--- src/rtl/mdr_mem_if.sv ---
// Memory data register with a req/ready memory handshake engine: sub-word
// lane alignment, byte enables, sign extension, wait-state timeout.
module mdr_mem_if #(
    parameter int                    DATA_WIDTH = 32,
    parameter logic [DATA_WIDTH-1:0] INIT       = '0,
    parameter int                    TIMEOUT    = 16,
    parameter int                    OFS_W      = $clog2(DATA_WIDTH / 8)
) (
    input  logic                      clock,
    input  logic                      clear,
    input  logic [DATA_WIDTH-1:0]     BusMuxOut,
    input  logic                      MDRin,
    input  logic                      Read,
    input  logic                      Write,
    input  logic [1:0]                size,
    input  logic                      sign_ext,
    input  logic [OFS_W-1:0]          addr_ofs,
    input  logic [DATA_WIDTH-1:0]     mem_data_in,
    input  logic                      mem_ready,
    output logic                      mem_req,
    output logic                      mem_we,
    output logic [DATA_WIDTH/8-1:0]   mem_be,
    output logic [DATA_WIDTH-1:0]     mem_data_out,
    output logic [DATA_WIDTH-1:0]     q,
    output logic                      busy,
    output logic                      done,
    output logic                      timeout,
    output logic                      misalign
);

    localparam int NB    = DATA_WIDTH / 8;
    localparam int CNT_W = (TIMEOUT > 0) ? $clog2(TIMEOUT + 1) : 1;
    localparam logic [CNT_W-1:0] TMO = CNT_W'(TIMEOUT);

    typedef enum logic [1:0] {IDLE, RD_WAIT, WR_WAIT} state_t;

    state_t             state, state_nxt;
    logic [CNT_W-1:0]   cnt;
    logic [1:0]         sz_r;
    logic               sx_r;
    logic [OFS_W-1:0]   ofs_r;

    logic [1:0]         sz_eff;
    logic [OFS_W-1:0]   low_mask;
    logic [OFS_W-1:0]   ofs_eff;
    logic               mis;
    logic               start_rd, start_wr, load_bus, finish, abort;

    function automatic logic [NB-1:0] lane_mask(input logic [1:0] sz,
                                                input logic [OFS_W-1:0] ofs);
        logic [NB-1:0] m;
        case (sz)
            2'b00:   m = NB'(1);
            2'b01:   m = NB'(3);
            2'b10:   m = NB'(15);
            default: m = '1;
        endcase
        return m << ofs;
    endfunction

    function automatic logic [DATA_WIDTH-1:0] replicate(input logic [DATA_WIDTH-1:0] d,
                                                        input logic [1:0] sz);
        logic [DATA_WIDTH-1:0] r;
        case (sz)
            2'b00:   r = {NB{d[7:0]}};
            2'b01:   r = {(NB/2){d[15:0]}};
            2'b10:   r = {(NB/4){d[31:0]}};
            default: r = d;
        endcase
        return r;
    endfunction

    function automatic logic [DATA_WIDTH-1:0] extract(input logic [DATA_WIDTH-1:0] d,
                                                      input logic [1:0] sz,
                                                      input logic [OFS_W-1:0] ofs,
                                                      input logic sx);
        logic [DATA_WIDTH-1:0] s;
        logic signed [7:0]     b;
        logic signed [15:0]    h;
        logic signed [31:0]    w;
        logic [DATA_WIDTH-1:0] r;
        s = d >> {ofs, 3'b000};
        b = s[7:0];
        h = s[15:0];
        w = s[31:0];
        case (sz)
            2'b00:   r = sx ? DATA_WIDTH'(b) : DATA_WIDTH'(s[7:0]);
            2'b01:   r = sx ? DATA_WIDTH'(h) : DATA_WIDTH'(s[15:0]);
            2'b10:   r = sx ? DATA_WIDTH'(w) : DATA_WIDTH'(s[31:0]);
            default: r = s;
        endcase
        return r;
    endfunction

    // Doubleword only exists in 64-bit builds; narrower builds fold it to word.
    assign sz_eff   = (DATA_WIDTH == 32 && size == 2'b11) ? 2'b10 : size;
    assign low_mask = OFS_W'((1 << sz_eff) - 1);
    assign ofs_eff  = addr_ofs & ~low_mask;
    assign mis      = |(addr_ofs & low_mask);
    assign busy     = (state != IDLE);

    always_comb begin
        state_nxt = state;
        start_rd  = 1'b0;
        start_wr  = 1'b0;
        load_bus  = 1'b0;
        finish    = 1'b0;
        abort     = 1'b0;
        case (state)
            IDLE: begin
                if (Read) begin
                    start_rd  = 1'b1;
                    state_nxt = RD_WAIT;
                end else if (Write) begin
                    start_wr  = 1'b1;
                    state_nxt = WR_WAIT;
                end else if (MDRin) begin
                    load_bus  = 1'b1;
                end
            end
            RD_WAIT, WR_WAIT: begin
                // A ready arriving on the timeout cycle still wins.
                if (mem_ready) begin
                    finish    = 1'b1;
                    state_nxt = IDLE;
                end else if (TIMEOUT > 0 && cnt == TMO) begin
                    abort     = 1'b1;
                    state_nxt = IDLE;
                end
            end
            default: state_nxt = IDLE;
        endcase
    end

    always_ff @(posedge clock) begin
        if (clear) state <= IDLE;
        else       state <= state_nxt;
    end

    always_ff @(posedge clock) begin
        if (clear) begin
            q            <= INIT;
            mem_req      <= 1'b0;
            mem_we       <= 1'b0;
            mem_be       <= '0;
            mem_data_out <= '0;
            done         <= 1'b0;
            timeout      <= 1'b0;
            misalign     <= 1'b0;
            cnt          <= '0;
            sz_r         <= '0;
            sx_r         <= 1'b0;
            ofs_r        <= '0;
        end else begin
            done <= finish | abort;
            if (load_bus)
                q <= BusMuxOut;
            if (start_rd || start_wr) begin
                sz_r    <= sz_eff;
                sx_r    <= sign_ext;
                ofs_r   <= ofs_eff;
                mem_req <= 1'b1;
                mem_we  <= start_wr;
                mem_be  <= lane_mask(sz_eff, ofs_eff);
                cnt     <= '0;
                if (mis)
                    misalign <= 1'b1;
                if (start_wr)
                    mem_data_out <= replicate(q, sz_eff);
            end
            if (busy && !mem_ready)
                cnt <= cnt + CNT_W'(1);
            if (finish || abort) begin
                mem_req      <= 1'b0;
                mem_we       <= 1'b0;
                mem_be       <= '0;
                mem_data_out <= '0;
                cnt          <= '0;
            end
            if (abort)
                timeout <= 1'b1;
            if (finish && state == RD_WAIT)
                q <= extract(mem_data_in, sz_r, ofs_r, sx_r);
        end
    end

endmodule

--- config.mk ---
export PLATFORM = sky130hd
export DESIGN_NAME = mdr_mem_if
export DESIGN_NICKNAME = d
export VERILOG_FILES = /design/src/rtl/mdr_mem_if.sv
export SDC_FILE = /design/constraint.sdc
export NUM_CORES = 1
export LEC_CHECK = 0
export CORE_MARGIN = 3
export CORE_UTILIZATION = 25
export CTS_CLUSTER_DIAMETER = 30
export DETAILED_ROUTE_END_ITERATION = 16
export SLEW_MARGIN = 15
export SYNTH_ARGS = -nofsm -noshare
export SYNTH_HDL_FRONTEND = slang
export SYNTH_SLANG_ARGS = --single-unit
--- constraint.sdc ---
create_clock -name clock -period 4.01 [get_ports clock]
set_input_delay 0.802 -clock clock [delete_from_list [all_inputs] [get_ports clock]]
set_output_delay 0.802 -clock clock [all_outputs]
set_load 0.01 [all_outputs]
# Word level (Yosys, flattened, before mapping)
# Cells that the tools add are included.
# totals
register_bits,85
n_memories,0
input_bits,75
romBits,0
out_inout_bits,74
elab_cells,78
mem_bits_rw,0
latchBits,0
# op_classes
n_mul,0
eq_ne,8
mux,31
div_mod_pow,0
shift,3
reduce_logical,17
magnitude_cmp,0
bitwise,4
n_addsub,2
# op_table
cell,count
2-to-1 mux 32 bit,4
case mux 32 bit (2 select lines),2
right shift 32 x 5 -> 32 bit,1
2-to-1 mux 1 bit,14
2-to-1 mux 2 bit,5
2-to-1 mux 5 bit,2
2-to-1 mux 4 bit,2
case mux 4 bit (2 select lines),1
equality test 2 x 1 -> 1 bit (second input constant),3
logical NOT 2 bit,3
inequality test 3 bit (second input constant),2
AND reduction 2 bit,3
nonzero test 2 bit,3
OR reduction 2 bit,3
adder 5 x 1 -> 5 bit (second input constant),1
equality test 5 bit (second input constant),1
AND 2 bit,2
equality test 2 bit (second input constant),2
case mux 2 bit (2 select lines),1
<< shifter 4 x 2 -> 4 bit,1
logical AND 1 bit,2
logical OR 1 bit,2
inverter 2 bit,1
<< shifter 1 x 2 -> 2 bit (first input constant),1
3 further kinds,3

# Depth between registers and ports, before layout
# Gate-level depths: netlist (run 1).
# logic_depth
word_depth,7
mapped_depth,9
mapped_depth_nobuf,6

# Worst setup path before layout (run 1)
# OpenSTA, ideal clock, no wires.
# synth_path
path_type,input port to flip-flop
start,input port Read
end,register q[28]
slack_ps,1833
stages,5
t_arrival_ps,2055
n_path_buf,1
required_ps,3888
setup_ps,122
cell_sequence,nand2b_4 > nor3b_4 > buf_6 > mux2_2 > a221o_1
# synth_via
elab_chain_cells,3
# synth_rtl
element,line_no,source
start: declaration,13,"input logic Read,"
2-to-1 mux 1 bit,111,if (Read) begin
2-to-1 mux 1 bit,109,case (state)
nonzero test 2 bit (no line),--,
end signal: assignment,157,q <= BusMuxOut;
end signal: assignment,183,"q <= extract(mem_data_in, sz_r, ofs_r, sx_r);"
end: declaration,24,"output logic [DATA_WIDTH-1:0] q,"
# Every way passes these cells.
# A chain may end at the register's enable or synchronous reset.

# Final worst setup path (run 1)
# layout_path
start,input port Read
end,register q[21]
# Same word-level chain as after synthesis.

==> impl_results.rst, run 1 <==
.. list-table::
   :header-rows: 1

   * - Metric
     - Value
   * - Outcome
     - finished, final reports clean
   * - Maximum number of pins on one net before global-route repair
     - 47
   * - Die boundary height
     - 136.6 µm
   * - Post-synthesis instance area
     - between 4000 and 5000 µm²
   * - TritonCTS buffer count
     - 9
   * - Area growth from synthesis to layout
     - 46.16%
   * - DRC violation count after routing
     - 0
   * - H-Tree Depth
     - 3
   * - Syn_nets
     - approximately 570
   * - Post-Route Setup TNS
     - 0 ps
   * - Post-detailed-route count of antenna-violating nets
     - 0
   * - Total Die Area
     - ~19000 µm²
   * - Power Density
     - about 380 nW/µm²
   * - Setup slack, reg-to-reg
     - between 1500 and 2000 ps
   * - Final weighted congestion in routability-driven placement
     - around 0.86
   * - Detailed Route Iter0 Violations
     - a little under 400
   * - DP HPWL
     - 12100 µm
   * - Placeable core region
     - roughly 17000 µm²
   * - Cells taking the most area after synthesis
     - sky130_fd_sc_hd__dfxtp_1, sky130_fd_sc_hd__mux2i_1, sky130_fd_sc_hd__nand2_1
   * - First-pass GRT wire length
     - approximately 24000 µm
   * - Final setup skew
     - around 8.0 ps
   * - Share of post-route cells with drive strength above 1
     - 0.06891
   * - Root buffer selected by CTS
     - sky130_fd_sc_hd__clkbuf_16
   * - Max-cap violations
     - 0
   * - R2r worst-path depth
     - 7
   * - Total number of placement rows
     - 47
   * - Total wire length after detailed routing
     - 15650 µm
   * - Share of synthesized registers carrying an async set or reset
     - 0
   * - Critical Path Max Stage Delay
     - between 600 and 700 ps
   * - Critical path arrival
     - around 3000 ps
   * - Overall Global Routing Usage
     - 0.1632
   * - Fraction of post-synthesis cell area in the top cell type by area
     - 0.3991
   * - Met2 global-route usage
     - 0.2604
   * - TritonCTS Sinks
     - 85
   * - Ys Warns
     - 0
   * - Grt peak-use layer
     - met2
   * - Rel. slew slack
     - 0.3622
   * - Number of nets in the layout
     - between 600 and 700
   * - Area after DPL
     - just under 6000 µm²
   * - Capturing element type of the critical path
     - register
   * - Post-CTS Repair Setup Buffers
     - 0
   * - Highest clock frequency the design can meet
     - between 300 and 400 MHz
   * - Number of instances in the synthesized netlist
     - 489
   * - Cell depth of the worst min-delay path
     - 2
   * - Unrepaired setup endpoints after global routing
     - false
   * - Sequential cell area fraction in the yosys report
     - 0.3991
   * - Synth unique cells
     - 42
   * - Leading cell type in the layout, fill and taps excluded
     - sky130_fd_sc_hd__clkdlybuf4s50_1
   * - Number of placed I/O pins
     - about 150
   * - Final hold violation count
     - 0
   * - Max Slew Vio Count
     - 0
   * - Final non-filler cell area
     - 6232 µm²
   * - Clock transition at the registers of the reported paths
     - 60 ps
   * - Latest clock arrival within the worst-skew pair
     - 340 ps
   * - Total congestion overflow
     - 0
   * - Via density per instance
     - 4.938
   * - Crit Path Class
     - input pin to register
   * - Cell-by-cell listing of the critical path
     - clkdlybuf4s50_1, nand2b_4, nor3b_4, buf_4, mux2i_1, o221ai_1
   * - Hold/Removal Path Class
     - register to register
   * - Maximum clock path buffer count
     - 2
   * - Area taken by multi-input logic gates
     - 2347 µm²
   * - Clock tree from TritonCTS
     - built
   * - Origin of the critical flop-to-flop path
     - state[0]$_SDFFE_PP0P_
   * - Count of flip-flops with a built-in enable after synthesis
     - 0
   * - FF/Latch Area
     - 1702 µm²
   * - Critical path fanouts, max
     - 16
   * - Hold buffers post-CTS
     - 0
   * - Wirelength per Cell
     - around 19 µm
   * - Capture endpoint of the worst hold path
     - mem_data_out[2]$_SDFFE_PP0P_
   * - Number of antenna cells inserted
     - 0
   * - Met1 global-route usage
     - 0.2230
   * - Capturing point of the worst reg2reg path
     - q[21]$_SDFFE_PP0P_
   * - Pre-Repair DR Iteration Count
     - 5
   * - Peak supply drop
     - 0.1960 mV
   * - Final total power
     - about 2.4 mW
   * - Synth Register Bits
     - 85
   * - Post-layout utilization of the core
     - 0.3745
   * - Period minus WS final
     - about 2700 ps
   * - Post-synthesis cell type with the largest combined area
     - sky130_fd_sc_hd__dfxtp_1
   * - Static Leak
     - around 2.1 nW
   * - Sort of element at the start of the critical path
     - input pin
   * - Most used cells in the layout excluding fill and tap cells
     - sky130_fd_sc_hd__clkdlybuf4s50_1, sky130_fd_sc_hd__dfxtp_1, sky130_fd_sc_hd__nand2_1, sky130_fd_sc_hd__mux2i_1, sky130_fd_sc_hd__nor2_1
   * - Filler instances
     - 1668
   * - Post-Route Hold Slack
     - 454.5 ps
   * - Transition time of the tightest slew-check pin
     - approximately 950 ps
   * - Slowest stage cell, crit path
     - sky130_fd_sc_hd__nor3b_4
   * - Final period util
     - 0.6792
   * - Final setup violation count
     - 0
   * - Data required time of the critical path
     - about 4200 ps
   * - I/O Buffers
     - 148
   * - Number of global-route vias before repair
     - between 4000 and 5000
   * - Overall via count from detail_route
     - between 4000 and 5000
   * - Avg Inst Size Synth
     - about 8.7 µm²
   * - CTS-repair resized insts
     - 0
   * - Starting density of the core
     - 0.2562
   * - Number of antenna violations at the first check in global routing
     - 0
   * - Horizontal extent of the die
     - about 140 µm
   * - Predominant post-synthesis flop cell
     - sky130_fd_sc_hd__dfxtp_1
   * - Met3 routing resource usage after global routing
     - 0.03346
   * - Start point of the worst min-delay path
     - mem_data_out[2]$_SDFFE_PP0P_
-- routing by layer --
layer | wire (µm) | part of all wire | vias to the layer above
li1 | - | - | 2027
met1 | 7175 | 0.46 | 1981
met2 | 7315 | 0.47 | 147
met3 | 943 | 0.060 | 13
met4 | 215 | 0.014 | 0
met5 | 0 | 0 | -
-- synth_stat cells (all sizes together), types with 2 or more instances --
library cell and n:
a211o 8, mux2i 57, nor3 3, o221ai 8, o22ai 9, nand2b 4
ha 4, nor2b 10, nand2 70, nand3b 3, nor2 50, dfxtp 85
mux2 8, o21ai 20, a21oi 40, a211oi 28, buf 22, a311oi 8
nand3 6, or2 2, a221o 8, clkbuf 16, inv 7
-- state kept, by name (all words and copies together), names as in the netlist, 2 cells and up --
name and count:
cnt 5, mem_be 4, mem_data_out 32, ofs_r 2
q 32, state 2, sz_r 2
-- layout make-up --
class,instances,share of cell area
clock buffer,10,0.03835
clock inverter,6,0.01506
inverter,7,0.004216
multi-input combinational,359,0.3766
sequential,85,0.2730
tap,220,0.04417
timing repair buffer,157,0.2485
-- logic make-up (layout without fill, tap and decap cells) --
kind of cell    Yosys count  in the layout  share of synthesized area
mux                      66             66                     0.1602
flops                    85             85                     0.3991
buf+inv                  45            180                    0.05223
simple gates            152            152                     0.1584
fa+ha+maj                 4              4                    0.01174
compound gates          137            137                     0.2183
-- worst max-delay path: cells and delay by family --
family	cells	cell delay [ps]
AND/OR/NAND/NOR	2	870
AO/OA/AOI/OAI	1	120
buffers and inverters	2	890
multiplexers	1	220
-- how the worst max path moves through the flow --
stage | to | start
2_1_floorplan | q[28]$_SDFFE_PP0P_ | Read
3_3_place_gp | q[22]$_SDFFE_PP0P_ | Read
3_5_place_dp | q[21]$_SDFFE_PP0P_ | Read
4_1_cts | q[21]$_SDFFE_PP0P_ | Read
5_1_grt | q[21]$_SDFFE_PP0P_ | Read
6_report | q[21]$_SDFFE_PP0P_ | Read
-- where the power goes --
| group | internal [mW] | leakage (nW) | switching, mW |
|---|---|---|---|
| combinational | 0.256 | 1.29 | 0.256 |
| clock | 0.567 | 0.159 | 0.354 |
| sequential | 0.900 | 0.692 | 0.0592 |
-- metrics by stage --
| stage | instances | worst slack, ps |
|---|---|---|
| after floorplan | 489 | 1833 |
| after detailed placement | 828 | 919.3 |
| after CTS | 844 | 1281 |
| after global routing | 844 | 1145 |
| after global placement | 828 | 999.7 |
| final | 844 | 1286 |
Power figures use the tool's default switching activity.
==> inputs of run 2 (changes only) <==
clock period = 2.27 ns   (was 4.01 ns; I/O delays follow)
==> impl_results.rst, run 2 (synthesis results as in run 1) <==
.. list-table::
   :header-rows: 1

   * - Metric
     - Value
   * - FF/Latch Area
     - about 1700 µm²
   * - Detailed Route Iter0 Violations
     - 243
   * - Leading cell type in the layout, fill and taps excluded
     - sky130_fd_sc_hd__clkdlybuf4s50_1
   * - Crit Path Class
     - input pin to register
   * - Max-cap violations
     - 0
   * - Maximum clock path buffer count
     - 2
   * - Area growth from synthesis to layout
     - 50.21%
   * - Via density per instance
     - between 4 and 5
   * - Final total power
     - 4.106 mW
   * - Outcome
     - finished, final reports clean
   * - Sort of element at the start of the critical path
     - input pin
   * - Non-filler instance count after layout
     - between 800 and 900
   * - Total wire length after detailed routing
     - 15770 µm
   * - Largest registers
     - mem_data_out x32, q x32, cnt x5
   * - Clock tree from TritonCTS
     - built
   * - Number of antenna cells inserted
     - 0
   * - Rel. slew slack
     - 0.5106
   * - TritonCTS buffer count
     - 9
   * - Clock transition at the registers of the reported paths
     - 70 ps
   * - Critical path fanouts, max
     - 15
   * - Final hold violation count
     - 0
   * - Number of nets in the layout
     - between 700 and 800
   * - Cell-by-cell listing of the critical path
     - clkdlybuf4s50_1, nand2b_4, nor3b_4, buf_12, mux2_2, a221o_1
   * - Slowest stage cell, crit path
     - sky130_fd_sc_hd__clkdlybuf4s50_1
   * - Area taken by multi-input logic gates
     - 2347 µm²
   * - Cell depth of the worst min-delay path
     - 2
   * - Starting density of the core
     - 0.2562
   * - Static Leak
     - about 2.3 nW
   * - Highest clock frequency the design can meet
     - ~520 MHz
   * - I/O Buffers
     - between 100 and 150
   * - DP HPWL
     - 12470 µm
   * - Total congestion overflow
     - 0
   * - Root buffer selected by CTS
     - sky130_fd_sc_hd__clkbuf_16
   * - Number of global-route vias before repair
     - 4201
   * - Capturing element type of the critical path
     - register
   * - Setup slack, reg-to-reg
     - around 360 ps
   * - Number of placed I/O pins
     - between 100 and 150
   * - Transition time of the tightest slew-check pin
     - 734.1 ps
   * - Share of post-route cells with drive strength above 1
     - 0.1020
   * - Overall Global Routing Usage
     - 0.1660
   * - Wirelength per Cell
     - roughly 18 µm
   * - R2r worst-path depth
     - 7
   * - Critical path arrival
     - roughly 2200 ps
   * - Peak supply drop
     - about 0.31 mV
   * - Placeable core region
     - 16640 µm²
   * - Hold/Removal Path Class
     - register to register
   * - Total number of placement rows
     - 47
   * - Overall via count from detail_route
     - between 4000 and 5000
   * - DRC violation count after routing
     - 0
   * - Post-detailed-route count of antenna-violating nets
     - 0
   * - Maximum number of pins on one net before global-route repair
     - 50
   * - Die boundary height
     - roughly 140 µm
   * - TritonCTS Sinks
     - 85
   * - Unrepaired setup endpoints after global routing
     - false
   * - Period minus WS final
     - ~1900 ps
   * - Post-CTS Repair Setup Buffers
     - 0
   * - Final setup skew
     - between 7 and 8 ps
   * - Horizontal extent of the die
     - between 100 and 150 µm
   * - Final setup violation count
     - 0
   * - Most used cells in the layout excluding fill and tap cells
     - sky130_fd_sc_hd__clkdlybuf4s50_1, sky130_fd_sc_hd__dfxtp_1, sky130_fd_sc_hd__nand2_1, sky130_fd_sc_hd__mux2i_1, sky130_fd_sc_hd__nor2_1
   * - First-pass GRT wire length
     - roughly 24000 µm
   * - Critical Path Max Stage Delay
     - between 400 and 500 ps
   * - Data required time of the critical path
     - roughly 2500 ps
   * - Cell total after placement
     - around 850
   * - Max Slew Vio Count
     - 0
   * - Final weighted congestion in routability-driven placement
     - 0.8703
   * - Final period util
     - 0.8467
   * - Latest clock arrival within the worst-skew pair
     - ~340 ps
   * - Pre-Repair DR Iteration Count
     - 5
   * - H-Tree Depth
     - 3
   * - Power Density
     - 641.0 nW/µm²
   * - Filler instances
     - roughly 1700
   * - Total Die Area
     - about 19000 µm²
   * - Number of antenna violations at the first check in global routing
     - 0
-- run 2: changes by cell type in the layout (fill, tap and decap cells not counted), sizes merged --
| cell | before | now |
|---|---|---|
| clkinv | 2 | 1 |
| dlymetal6s2s | 0 | 1 |
| bufinv | 2 | 0 |
| buf | 9 | 32 |
| inv | 8 | 11 |
| clkdlybuf4s50 | 148 | 147 |
-- run 2: critical path, delay by kind of cell --
family / cells / cell delay [ps]
AND/OR/NAND/NOR: 2 / 390
AO/OA/AOI/OAI: 1 / 330
multiplexers: 1 / 350
buffers and inverters: 2 / 610
-- run 2: worst paths after layout --
path / end / startpoint
worst max-delay path: q[27]$_SDFFE_PP0P_ / Read
worst min-delay path: mem_data_out[5]$_SDFFE_PP0P_ / mem_data_out[5]$_SDFFE_PP0P_
worst min register to register: mem_data_out[5]$_SDFFE_PP0P_ / mem_data_out[5]$_SDFFE_PP0P_
worst max register to register: q[27]$_SDFFE_PP0P_ / state[1]$_SDFFE_PP0P_
-- run 2: what timing repair did --
action                                  in CTS  in global routing
gates resized for setup                      0                  1
hold buffers                                 0                  0
endpoints found under the setup margin       0                  1
-- run 2: routing by layer --
metal  vias up  track usage  share of wire
met2       171       0.2495           0.44
met1      2007       0.2272           0.46
met4         0      0.06775          0.027
met3        24      0.04118          0.070
li1       2079            -              -
met5         -            0              0
-- run 2: metrics by stage --
step | util | instance area (µm²) | hold WS [ps] | worst slack (ps) | setup TNS [ps]
floorplan | - | 4264 | 427.7 | 340.9 | 0
global placement | 0.3671 | 6110 | 442.2 | 36.97 | 0
detailed placement | 0.3671 | 6110 | 446.3 | -9.692 | -16.84
CTS | 0.3847 | 6402 | 455.5 | 77.44 | 0
global route | 0.3849 | 6405 | 479.1 | 223.1 | 0
finish | 0.3849 | 6405 | 454.4 | 348.1 | 0
-- run 2: where the power goes --
group	internal (mW)	switching, mW	total [mW]
combinational	0.500	0.479	0.979
sequential	1.59	0.0888	1.68
clock	0.794	0.655	1.45
-- run 2: layout make-up --
cell class	instances	area share
Clock inverter	6	0.008400
Sequential cell	85	0.2657
Clock buffer	10	0.03731
Timing Repair Buffer	180	0.2751
Tap cell	220	0.04298
Multi-Input combinational cell	359	0.3665
Inverter	7	0.004102
